==> config.mk <==
export PLATFORM = sky130hd
export DESIGN_NAME = muldiv_unit_flat
export DESIGN_NICKNAME = d
export VERILOG_FILES = /design/src/rtl/muldiv_unit_if.sv /design/src/rtl/muldiv_unit.sv /design/src/flat_wrapper.sv
export SDC_FILE = /design/constraint.sdc
export NUM_CORES = 1
export LEC_CHECK = 0
export BUFFER_PORTS_ARGS = -buffer_cell sky130_fd_sc_hd__buf_4
export CAP_MARGIN = 20
export CORE_ASPECT_RATIO = 2
export CORE_UTILIZATION = 50
export CTS_CLUSTER_DIAMETER = 100
export DETAILED_ROUTE_END_ITERATION = 6
export PLACE_DENSITY = 0.69
export SLEW_MARGIN = 20
export SYNTH_ARGS = -nofsm -noshare
export SYNTH_HDL_FRONTEND = slang
export SYNTH_SLANG_ARGS = --single-unit
==> constraint.sdc <==
create_clock -name clk -period 4.29 [get_ports clk]
set_input_delay 0.429 -clock clk [delete_from_list [all_inputs] [get_ports clk]]
set_output_delay 0.429 -clock clk [all_outputs]
set_load 0.1 [all_outputs]
==> src/rtl/muldiv_unit_if.sv <==
// Request/response bundle between EX-stage control and the multiply/divide unit.
interface muldiv_unit_if #(parameter int WIDTH = 32);
    logic             start;
    logic [5:0]       func;
    logic [WIDTH-1:0] op_a;
    logic [WIDTH-1:0] op_b;
    logic             busy;
    logic             done;
    logic [WIDTH-1:0] rd_data;
    logic [WIDTH-1:0] hi_out;
    logic [WIDTH-1:0] lo_out;

    modport master (output start, func, op_a, op_b,
                    input  busy, done, rd_data, hi_out, lo_out);
    modport slave  (input  start, func, op_a, op_b,
                    output busy, done, rd_data, hi_out, lo_out);
endinterface

==> src/rtl/muldiv_unit.sv <==
// Iterative MIPS multiply/divide unit with HI/LO registers (shift-add multiply, restoring divide).
// Define MULDIV_FAST_MULT_EN to replace the iterative multiply with a single-cycle one.
module muldiv_unit #(
    parameter int WIDTH = 32
) (
    input  logic         clk,
    input  logic         rst_n,
    muldiv_unit_if.slave bus
);
    localparam logic [5:0] F_MULT  = 6'b011000;
    localparam logic [5:0] F_MULTU = 6'b011001;
    localparam logic [5:0] F_DIV   = 6'b011010;
    localparam logic [5:0] F_DIVU  = 6'b011011;
    localparam logic [5:0] F_MFHI  = 6'b010000;
    localparam logic [5:0] F_MTHI  = 6'b010001;
    localparam logic [5:0] F_MFLO  = 6'b010010;
    localparam logic [5:0] F_MTLO  = 6'b010011;
    localparam int CW = $clog2(WIDTH);

    typedef enum logic [1:0] {IDLE, MUL, DIV, DONE} state_t;
    typedef enum logic [2:0] {P_MFHI, P_MFLO, P_MTHI, P_MTLO, P_DIV0, P_FMUL} pend_t;

    state_t             state_reg;
    pend_t              pend_kind_reg;
    logic               pend_reg;
    logic [CW-1:0]      cnt_reg;
    logic               iter_done_reg;
    logic [WIDTH-1:0]   opnd_reg;
    logic [WIDTH-1:0]   src_reg;
    logic [2*WIDTH-1:0] acc_reg;
    logic               neg_hi_reg;
    logic               neg_lo_reg;
    logic               busy_reg;
    logic               done_reg;
    logic [WIDTH-1:0]   rd_data_reg;
    logic [WIDTH-1:0]   hi_reg;
    logic [WIDTH-1:0]   lo_reg;

    assign bus.busy    = busy_reg;
    assign bus.done    = done_reg;
    assign bus.rd_data = rd_data_reg;
    assign bus.hi_out  = hi_reg;
    assign bus.lo_out  = lo_reg;

    // Bit 0 of the funct code separates the signed (0) and unsigned (1) variants.
    logic             signed_op;
    logic [WIDTH-1:0] mag_a;
    logic [WIDTH-1:0] mag_b;
    assign signed_op = ~bus.func[0];
    assign mag_a = (signed_op && bus.op_a[WIDTH-1]) ? -bus.op_a : bus.op_a;
    assign mag_b = (signed_op && bus.op_b[WIDTH-1]) ? -bus.op_b : bus.op_b;

    // Multiply step: acc = {partial high, remaining multiplier bits}.
    logic [WIDTH:0]     mul_sum;
    logic [2*WIDTH-1:0] mul_next;
    assign mul_sum  = {1'b0, acc_reg[2*WIDTH-1:WIDTH]} + {1'b0, opnd_reg & {WIDTH{acc_reg[0]}}};
    assign mul_next = {mul_sum, acc_reg[WIDTH-1:1]};

    // Divide step: acc = {partial remainder, dividend bits shifting into quotient}.
    logic [WIDTH:0]     div_shift;
    logic [WIDTH:0]     div_diff;
    logic [2*WIDTH-1:0] div_next;
    assign div_shift = {acc_reg[2*WIDTH-1:WIDTH], acc_reg[WIDTH-1]};
    assign div_diff  = div_shift - {1'b0, opnd_reg};
    assign div_next  = div_diff[WIDTH]
                     ? {div_shift[WIDTH-1:0], acc_reg[WIDTH-2:0], 1'b0}
                     : {div_diff[WIDTH-1:0],  acc_reg[WIDTH-2:0], 1'b1};

    logic [2*WIDTH-1:0] prod_fix;
    logic [WIDTH-1:0]   rem_fix;
    logic [WIDTH-1:0]   quo_fix;
    assign prod_fix = neg_lo_reg ? -acc_reg : acc_reg;
    assign rem_fix  = neg_hi_reg ? -acc_reg[2*WIDTH-1:WIDTH] : acc_reg[2*WIDTH-1:WIDTH];
    assign quo_fix  = neg_lo_reg ? -acc_reg[WIDTH-1:0] : acc_reg[WIDTH-1:0];

`ifdef MULDIV_FAST_MULT_EN
    logic [2*WIDTH-1:0] fast_prod;
    logic [2*WIDTH-1:0] fast_fix;
    assign fast_prod = {{WIDTH{1'b0}}, opnd_reg} * {{WIDTH{1'b0}}, acc_reg[WIDTH-1:0]};
    assign fast_fix  = neg_lo_reg ? -fast_prod : fast_prod;
`endif

    always_ff @(posedge clk or negedge rst_n) begin
        if (!rst_n) begin
            state_reg     <= IDLE;
            pend_kind_reg <= P_MFHI;
            pend_reg      <= 1'b0;
            cnt_reg       <= '0;
            iter_done_reg <= 1'b0;
            opnd_reg      <= '0;
            src_reg       <= '0;
            acc_reg       <= '0;
            neg_hi_reg    <= 1'b0;
            neg_lo_reg    <= 1'b0;
            busy_reg      <= 1'b0;
            done_reg      <= 1'b0;
            rd_data_reg   <= '0;
            hi_reg        <= '0;
            lo_reg        <= '0;
        end else begin
            done_reg <= 1'b0;
            case (state_reg)
                IDLE: begin
                    if (pend_reg) begin
                        // Single-cycle ops commit one edge after acceptance.
                        pend_reg  <= 1'b0;
                        done_reg  <= 1'b1;
                        state_reg <= DONE;
                        case (pend_kind_reg)
                            P_MFHI: rd_data_reg <= hi_reg;
                            P_MFLO: rd_data_reg <= lo_reg;
                            P_MTHI: hi_reg <= src_reg;
                            P_MTLO: lo_reg <= src_reg;
                            P_DIV0: begin
                                hi_reg <= src_reg;
                                lo_reg <= '1;
                            end
`ifdef MULDIV_FAST_MULT_EN
                            P_FMUL: begin
                                hi_reg <= fast_fix[2*WIDTH-1:WIDTH];
                                lo_reg <= fast_fix[WIDTH-1:0];
                            end
`endif
                            default: ;
                        endcase
                    end else if (bus.start) begin
                        neg_hi_reg    <= signed_op & bus.op_a[WIDTH-1];
                        neg_lo_reg    <= signed_op & (bus.op_a[WIDTH-1] ^ bus.op_b[WIDTH-1]);
                        cnt_reg       <= CW'(WIDTH - 1);
                        iter_done_reg <= 1'b0;
                        src_reg       <= bus.op_a;
                        case (bus.func)
                            F_MULT, F_MULTU: begin
                                opnd_reg <= mag_a;
                                acc_reg  <= {{WIDTH{1'b0}}, mag_b};
`ifdef MULDIV_FAST_MULT_EN
                                pend_reg      <= 1'b1;
                                pend_kind_reg <= P_FMUL;
`else
                                state_reg <= MUL;
                                busy_reg  <= 1'b1;
`endif
                            end
                            F_DIV, F_DIVU: begin
                                opnd_reg <= mag_b;
                                acc_reg  <= {{WIDTH{1'b0}}, mag_a};
                                if (bus.op_b == '0) begin
                                    pend_reg      <= 1'b1;
                                    pend_kind_reg <= P_DIV0;
                                end else begin
                                    state_reg <= DIV;
                                    busy_reg  <= 1'b1;
                                end
                            end
                            F_MFHI: begin
                                pend_reg      <= 1'b1;
                                pend_kind_reg <= P_MFHI;
                            end
                            F_MFLO: begin
                                pend_reg      <= 1'b1;
                                pend_kind_reg <= P_MFLO;
                            end
                            F_MTHI: begin
                                pend_reg      <= 1'b1;
                                pend_kind_reg <= P_MTHI;
                            end
                            F_MTLO: begin
                                pend_reg      <= 1'b1;
                                pend_kind_reg <= P_MTLO;
                            end
                            default: ;
                        endcase
                    end
                end
                MUL, DIV: begin
                    if (!iter_done_reg) begin
                        acc_reg <= (state_reg == MUL) ? mul_next : div_next;
                        if (cnt_reg == '0)
                            iter_done_reg <= 1'b1;
                        else
                            cnt_reg <= cnt_reg - 1'b1;
                    end else begin
                        // Sign correction is folded into the commit edge.
                        if (state_reg == MUL) begin
                            hi_reg <= prod_fix[2*WIDTH-1:WIDTH];
                            lo_reg <= prod_fix[WIDTH-1:0];
                        end else begin
                            hi_reg <= rem_fix;
                            lo_reg <= quo_fix;
                        end
                        busy_reg  <= 1'b0;
                        done_reg  <= 1'b1;
                        state_reg <= DONE;
                    end
                end
                DONE:    state_reg <= IDLE;
                default: state_reg <= IDLE;
            endcase
        end
    end
endmodule
==> src/flat_wrapper.sv <==
// flat-port wrapper written by rule: the top's interface ports become plain ports
module muldiv_unit_flat 
#(
    parameter int WIDTH = 32
)
  (clk, rst_n, bus_start, bus_func, bus_op_a, bus_op_b, bus_busy, bus_done, bus_rd_data, bus_hi_out, bus_lo_out);
  muldiv_unit_if #(.WIDTH(WIDTH)) bus_i ();
  input  logic clk;
  input  logic rst_n;
  input wire logic [$bits(bus_i.start)-1:0] bus_start;
  input wire logic [$bits(bus_i.func)-1:0] bus_func;
  input wire logic [$bits(bus_i.op_a)-1:0] bus_op_a;
  input wire logic [$bits(bus_i.op_b)-1:0] bus_op_b;
  output wire logic [$bits(bus_i.busy)-1:0] bus_busy;
  output wire logic [$bits(bus_i.done)-1:0] bus_done;
  output wire logic [$bits(bus_i.rd_data)-1:0] bus_rd_data;
  output wire logic [$bits(bus_i.hi_out)-1:0] bus_hi_out;
  output wire logic [$bits(bus_i.lo_out)-1:0] bus_lo_out;
  assign bus_i.start = bus_start;
  assign bus_i.func = bus_func;
  assign bus_i.op_a = bus_op_a;
  assign bus_i.op_b = bus_op_b;
  assign bus_busy = bus_i.busy;
  assign bus_done = bus_i.done;
  assign bus_rd_data = bus_i.rd_data;
  assign bus_hi_out = bus_i.hi_out;
  assign bus_lo_out = bus_i.lo_out;
  muldiv_unit #(.WIDTH(WIDTH)) u_core (.clk(clk), .rst_n(rst_n), .bus(bus_i));
endmodule
* Yosys cells after proc, flatten, opt, wreduce, memory -nomap -nowiden
Cells that the tools add are included.
** Cells by class
- $add $sub $neg :: 8
- Bitwise gates (word level) :: 6
- Equality and inequality tests :: 29
- Reductions and logical operators :: 26
- Mux-type cells :: 55
** Operator list (number)
- $mux W64 :: 6
- $mux W32 :: 11
- $pmux W32 S2 :: 5
- $pmux W64 S2 :: 2
- $neg A32 Y32 :: 4
- $neg A64 Y64 :: 1
- $eq A6 B5 Y1 const B :: 8
- $add A32 B32 Y33 :: 1
- $sub A33 B32 Y33 :: 1
- $and A32 B32 Y32 :: 1
- $logic_not A32 Y1 :: 1
- $mux W5 :: 4
- $reduce_and A4 Y1 :: 4
- $pmux W3 S5 :: 1
- $reduce_and A5 Y1 :: 3
- $mux W1 :: 13
- $ne A2 B2 Y1 const B :: 5
- $pmux W1 S2 :: 5
- $pmux W5 S2 :: 1
- $ne A3 B3 Y1 const B :: 3
- $reduce_and A3 Y1 :: 3
- $mux W2 :: 4
- $ne A4 B3 Y1 const B :: 2
- $reduce_or A2 Y1 :: 4
- 22 further kinds :: 31
** Storage, ports and cells
- Flip-flop bits (word level) :: 240
- Output and inout bits :: 98

* Depth between registers and ports, before layout
Gate-level depths: netlist of the first run.
- Depth in word-level cells :: 7
- Gate-level depth with buffers :: 15
- Mapped depth without buffers :: 13

* Worst setup path before layout of the first run
No wires, ideal clock.
- Path kind :: register -> register
- From :: register u_core.acc_reg[31]
- To :: register u_core.acc_reg[43]
- Library setup time :: 130 ps
- Cell stages (with the launch flop) :: 15
- Slack :: 824 ps
- Data required time :: 4160 ps
- Arrival :: 3337 ps
- Cells stage by stage :: dfrtp_1 > clkbuf_1 > inv_1 > ha_1 > fa_1 > nand2b_1 > a21o_1 > a211oi_1 > o211a_4 > nor4_4 > nor4_4 > buf_4 > mux2_2 > a22oi_1 > o31ai_1
** Between the ends
- Longest elaborated chain between the ends :: 5
** RTL lines
- start: declaration :: RTL line muldiv_unit.sv:30 : logic [2*WIDTH-1:0] acc_reg;
- start signal: assignment :: RTL line muldiv_unit.sv:135 : acc_reg <= {{WIDTH{1'b0}}, mag_b};
- start signal: assignment :: RTL line muldiv_unit.sv:146 : acc_reg <= {{WIDTH{1'b0}}, mag_a};
- start signal: assignment :: RTL line muldiv_unit.sv:177 : acc_reg <= (state_reg == MUL) ? mul_next : div_next;
- $sub A33 B32 Y33 :: RTL line muldiv_unit.sv:64 : assign div_diff = div_shift - {1'b0, opnd_reg};
- $mux W64 :: RTL line muldiv_unit.sv:66 : ? {div_shift[WIDTH-1:0], acc_reg[WIDTH-2:0], 1'b0}
- $mux W64 :: RTL line muldiv_unit.sv:177
- $mux W64 :: RTL line muldiv_unit.sv:176 : if (!iter_done_reg) begin
- $pmux W64 S2 :: RTL line muldiv_unit.sv:102 : case (state_reg)
Every way passes these cells. The select of a mux whose other input is x is not followed.
A chain may end at the register's enable or synchronous reset.

* Final worst setup path of the first run
- From :: register u_core.acc_reg[48]
- To :: register u_core.hi_reg[26], in the netlist u_core.bus.hi_out[26]
** Between the ends
- Longest elaborated chain between the ends :: 5
** RTL lines
- $neg A64 Y64 / $neg A32 Y32 (equally long branches) :: RTL line muldiv_unit.sv:72, muldiv_unit.sv:73
- $mux W64 / $mux W32 (equally long branches) :: RTL line muldiv_unit.sv:72, muldiv_unit.sv:73
- $mux W32 (*) :: RTL line muldiv_unit.sv:184 : if (state_reg == MUL) begin
- $mux W32 (*) :: RTL line muldiv_unit.sv:176
- $pmux W32 S2 (*) :: RTL line muldiv_unit.sv:102
- end signal: assignment :: RTL line muldiv_unit.sv:112 : P_MTHI: hi_reg <= src_reg;
- end signal: assignment :: RTL line muldiv_unit.sv:185 : hi_reg <= prod_fix[2*WIDTH-1:WIDTH];
- end signal: assignment :: RTL line muldiv_unit.sv:188 : hi_reg <= rem_fix;
- end: declaration :: RTL line muldiv_unit.sv:36 : logic [WIDTH-1:0] hi_reg;
Mark *: on every way between the ends. The rest lies on a longest branch, timed or not. The select of a mux whose other input is x is not followed.

==> out/summary.txt, run 1 <==
status: complete, but fails checks
failing checks: DRC
Post-CTS Repair Setup Buffers: 0
CP max-delay cell: nor3_1
Post-CTS Resized: 0
Wirelength per Cell: 25.9 um
most frequent cells after synthesis: nand2_1 (282), o21ai_0 (254), dfrtp_1 (240), nor2_1 (175), a21oi_1 (169)
Initial Util: 0.511
PortBufs: 170
max_slew headroom: 0.165
die height: 273 um
Fmax achieved: 247 MHz
Post-synth top flop: dfrtp_1
CP max FO: 8
Synth Register Bits: 240
CP Buf/Inv Count: 1
CP max stage delay: 1080 ps
worst path cell trace: nor3_1 > nand3_1 > or4_1 > a2111o_1 > o211ai_1 > buf_4 > xnor2_1 > mux2i_1 > o21ai_0
Post-Route WL: 74,200 um
Clock transition at path regs: 70 ps
Initial DRT Pass Iterations: 7
Final period util: 0.945
top-count cell post-synth: nand2_1
CP top delay family: simple AND/OR/NAND/NOR gates
gr usage total: 0.399
IO Count: 171
Final Instance Count excl. Fillers: 2,867
Worst-Skew Late Latency: 560 ps
top cells by area in the synthesized netlist: dfrtp_1 (33%), o21ai_0 (6.9%), nand2_1 (5.8%)
CTS sink count: 240
cts hold-fix bufs: 1
CTS tree: done
Final setup violation count: 0
gp weighted congestion: 1.06
first-pass GRT wire length: 110,000 um
full die area: 37,500 um^2
HPWL after DPL: 57,500 um
Via density: 6.38
fillcell total: 3,308
fin. max-slew vios: 0
layout net count: 2,547
Post-synth EDFFs: 0
RSZ-0062 raised after global routing: no
setup_tns: 0 ps
cell taking the most area after synthesis: dfrtp_1
Layout area overhead: 15.5%
Hold Crit Class: in2reg
row count: 98
final clock skew: 20.0 ps
post-detailed-route count of antenna-violating nets: 0
placed cell areas: 20,300 um^2
Synth Net Count: 2,416
Worst setup EP type: flop
diode count: 0
largest net degree at the start of global routing: 97
final hold violation count: 0
min cycle time layout: 4060 ps
die width: 137 um
Synth top area share: 0.327
final instance area: 21,200 um^2
core footprint: 35,900 um^2
worst slew pin tran: 1240 ps
Seq/Total Area, Yosys: 0.327
WS Path Type: reg2reg
arrival time worst endpoint: 4520 ps
Post-Place Cells: 2,821
1st-iter DRT viols: 1,358
vias in the first global route: 18,444
Mapped Cells: 2,268
grt total ovfl: 0
synthesized cell area: 18,400 um^2
Remaining DRCs: 8
clock tree root buffer cell: clkbuf_16
Yosys Warn Count: 0
Synth Area per Inst: 8.09 um^2
Vias: 18,279
Clock Tree Buf Depth: 3
Max-Cap Viols: 0
max FFs per register: 64
clock buffer count from CTS: 24
antenna violations before repair: 0
fraction of layout cells with a size suffix above 1: 0.165
Critical Path Source Type: flop
required time of the critical path: 4760 ps
Unique masters post-synth: 78
CTS H-Tree Depth: 1
Async SR Flop Fraction: 1.00
## worst paths after layout
path                            slack [ps]  cells after the start                endpoint              startpoint
worst max-delay path                   230                      9   u_core.bus.hi_out[26]      u_core.acc_reg[48]
worst min-delay path                   140                      2       u_core.neg_lo_reg             bus_func[0]
worst max register to register         230                      9   u_core.bus.hi_out[26]      u_core.acc_reg[48]
worst min register to register         480                      2  u_core.bus.rd_data[19]  u_core.bus.rd_data[19]
max in group asynchronous             2610                      3      u_core.acc_reg[37]                   rst_n
min in group asynchronous              480                      2  u_core.bus.rd_data[25]                   rst_n
## layout by cell type, fill, tap and decap left out, drive strengths merged, types with 25 or more instances in the layout
master	Yosys	routed
dfrtp	240	240
buf	21	251
a211oi	46	46
clkbuf	126	32
mux2i	54	54
nor2	176	176
a31oi	25	25
inv	76	79
nor3	54	54
nand2	282	282
mux2	59	59
xor2	67	67
a21o	40	40
o21ai	261	261
nand3	25	25
ha	73	73
o31ai	32	32
xnor2	103	103
o22ai	60	60
a21oi	169	169
## final cells by class
| type | instances | area [um^2] | area share |
|---|---|---|---|
| clock inverter | 12 | 163 | 0.00767 |
| inverter | 77 | 289 | 0.0136 |
| tap | 450 | 563 | 0.0266 |
| timing repair buffer | 252 | 1950 | 0.0921 |
| sequential | 240 | 6010 | 0.283 |
| clock buffer | 32 | 702 | 0.0331 |
| multi-input combinational | 1804 | 11500 | 0.544 |
## cells by family (layout without fill, tap and decap cells)
group / Yosys count / count (layout) / synth area share
flops: 240 / 240 / 0.327
buf+inv: 224 / 373 / 0.0474
mux: 113 / 113 / 0.0656
simple gates: 700 / 700 / 0.179
xor+xnor: 170 / 170 / 0.0811
compound gates: 746 / 746 / 0.248
fa+ha+maj: 75 / 75 / 0.0519
## per-stage QoR
| stage | hold WS (ps) | setup WS, ps | util |
|---|---|---|---|
| after floorplan | 133 | 824 | - |
| after global routing | 143 | 280 | 0.590 |
| after CTS | 123 | 503 | 0.590 |
| after detailed placement | 466 | 525 | 0.565 |
| after global placement | 462 | 592 | 0.565 |
| final | 138 | 235 | 0.590 |
## metal layers
| layer | routed length, um | part of all wire | vias to the layer above | GRT usage |
|---|---|---|---|---|
| met5 | 0 | 0 | - | 0 |
| met4 | 7840 | 0.11 | 0 | 0.363 |
| met3 | 4630 | 0.062 | 324 | 0.0683 |
| met2 | 37600 | 0.51 | 807 | 0.706 |
| met1 | 24200 | 0.33 | 8723 | 0.386 |
| li1 | - | - | 8425 | - |
Power of run 1 is left out: the tool's default activity adds up to more than one toggle a clock period on the data nets, which glitch-free logic cannot reach.
==> inputs of run 2 (changes only) <==
ABC_AREA = 0   (was unset)
CORE_MARGIN = 2   (was unset)
==> run 2 against run 1 <==
The flow now finishes without violations. Clock-buffer cell count fell by 2. Core utilization fell by 0.72 points. Flip-flop and latch count did not move. Register-to-register slack improved by 20 ps. Critical path depth did not move. First-iteration DRC count rose by 0.29%. Design area fell by 0.21%. Maximum frequency rose by 0.61%. Via count fell by 0.94%. Non-clock buffer count fell by 4. Global-route usage fell by 2.5 points. Worst hold slack barely moved. Critical path type unchanged. Critical endpoint is now u_core.bus.hi_out[11]. Largest cell class unchanged.
==> out/summary.txt, run 2 (same netlist as run 1, synthesis figures left out) <==
Remaining DRCs: 0 (was 8)
IO Count: 171 (unchanged)
gr usage total: 0.374 (was 0.399)
core footprint: 36,300 um^2 (was 35,900 um^2)
Worst setup EP type: flop (unchanged)
worst path cell trace: or4_1 > nor4b_1 > and4b_1 > nand3_1 > nand3_1 > o21ai_0 > xor2_1 > mux2i_1 > o21ai_0 (was nor3_1 > nand3_1 > or4_1 > a2111o_1 > o211ai_1 > buf_4 > xnor2_1 > mux2i_1 > o21ai_0)
WS Path Type: reg2reg (unchanged)
fraction of layout cells with a size suffix above 1: 0.163 (was 0.165)
die width: 139 um (was 137 um)
Via density: 6.32 (was 6.38)
required time of the critical path: 4750 ps (was 4760 ps)
Worst-Skew Late Latency: 550 ps (was 560 ps)
CTS tree: done (unchanged)
vias in the first global route: 17,957 (was 18,444)
Post-CTS Resized: 0 (unchanged)
fillcell total: 3,335 (was 3,308)
Initial Util: 0.506 (was 0.511)
first-pass GRT wire length: 109,000 um (was 110,000 um)
multi-input logic area: 11,500 um^2 (about the same)
die height: 275 um (was 273 um)
HPWL after DPL: 57,100 um (was 57,500 um)
commonest non-fill, non-tap cell in the layout: nand2_1 (unchanged)
DP Worst Slack: 503 ps (was 525 ps)
min cycle time layout: 4030 ps (was 4060 ps)
CP Buf/Inv Count: 0 (was 1)
Critical Path Source Type: flop (unchanged)
RSZ-0062 raised after global routing: no (unchanged)
final hold violation count: 0 (unchanged)
Initial DRT Pass Iterations: 5 (was 7)
placed cell areas: 20,300 um^2 (about the same)
cts hold-fix bufs: 1 (unchanged)
Vias: 18,108 (was 18,279)
Hold Crit Class: in2reg (unchanged)
layout net count: 2,543 (was 2,547)
Final period util: 0.940 (was 0.945)
Clock Tree Buf Depth: 3 (unchanged)
row count: 99 (was 98)
fin. max-slew vios: 0 (unchanged)
gp weighted congestion: 1.10 (was 1.06)
Final setup violation count: 0 (unchanged)
clock tree root buffer cell: clkbuf_16 (unchanged)
1st-iter DRT viols: 1,362 (was 1,358)
Reg area: 6010 um^2 (unchanged)
Clock transition at path regs: 70 ps (about the same)
antenna violations before repair: 2 (was 0)
CTS H-Tree Depth: 1 (unchanged)
Wirelength per Cell: 25.8 um (was 25.9 um)
Max-Cap Viols: 0 (unchanged)
clock buffer count from CTS: 24 (unchanged)
post-detailed-route count of antenna-violating nets: 0 (unchanged)
Fmax achieved: 248 MHz (was 247 MHz)
largest net degree at the start of global routing: 99 (was 97)
full die area: 38,400 um^2 (was 37,500 um^2)
setup_tns: 0 ps (unchanged)
Post-Route WL: 73,800 um (was 74,200 um)
Post-CTS Repair Setup Buffers: 0 (unchanged)
PortBufs: 170 (unchanged)
worst slew pin tran: 1180 ps (was 1240 ps)
max_slew headroom: 0.206 (was 0.165)
most frequent cells in the layout: nand2_1 (279), o21ai_0 (254), buf_4 (241) (was nand2_1 (279), o21ai_0 (254), buf_4 (246))
status: finished, final reports clean (was complete, but fails checks)
CP max-delay cell: nor4b_1 (was nor3_1)
Final WS setup: 259 ps (was 235 ps)
final clock skew: 15.5 ps (was 20.0 ps)
CP max FO: 8 (unchanged)
CTS sink count: 240 (unchanged)
CP max stage delay: 820 ps (was 1080 ps)
CP top delay family: simple AND/OR/NAND/NOR gates (unchanged)
max FFs per register: 64 (unchanged)
Layout area overhead: 15.2% (was 15.5%)
arrival time worst endpoint: 4490 ps (was 4520 ps)
grt total ovfl: 0 (unchanged)
final instance area: 21,200 um^2 (about the same)
## run 2: cell types whose count changed in the layout (fill, tap and decap cells not counted), sizes merged
cell | before | now
inv | 79 | 78
clkbuf | 32 | 30
bufinv | 3 | 2
clkinv | 5 | 6
diode | 0 | 1
buf | 251 | 247
## run 2: cell type report
type / count / area share
Antenna cell: 1 / 0.000118
Clock buffer: 30 / 0.0323
Clock inverter: 11 / 0.00591
Inverter: 77 / 0.0137
Multi-Input combinational cell: 1804 / 0.545
Sequential cell: 240 / 0.284
Tap cell: 454 / 0.0268
Timing Repair Buffer: 248 / 0.0918
## run 2: layer usage
metal | track usage | routed length, um | vias to the layer above
li1 | - | - | 8411
met1 | 0.377 | 25300 | 8679
met2 | 0.686 | 37800 | 741
met3 | 0.0524 | 3840 | 275
met4 | 0.295 | 6900 | 2
met5 | 0 | 13 | -
## run 2: final timing paths
kind / start / end / slack, ps / depth (start not counted)
worst max-delay path: u_core.acc_reg[18] / u_core.bus.hi_out[11] / 260 / 9
worst min-delay path: bus_func[0] / u_core.neg_lo_reg / 140 / 2
worst max register to register: u_core.acc_reg[18] / u_core.bus.hi_out[11] / 260 / 9
worst min register to register: u_core.bus.rd_data[21] / u_core.bus.rd_data[21] / 480 / 2
max in group asynchronous: rst_n / u_core.bus.rd_data[11] / 2780 / 3
min in group asynchronous: rst_n / u_core.state_reg[1] / 490 / 2
## run 2: through the flow
| step | std cells | utilization | hold slack [ps] |
|---|---|---|---|
| after floorplan | 2268 | - | 133 |
| after global placement | 2821 | 0.559 | 463 |
| after detailed placement | 2821 | 0.559 | 467 |
| after CTS | 2863 | 0.582 | 118 |
| after global routing | 2864 | 0.583 | 130 |
| final | 2865 | 0.583 | 138 |
Power of run 2 is left out for the same reason.
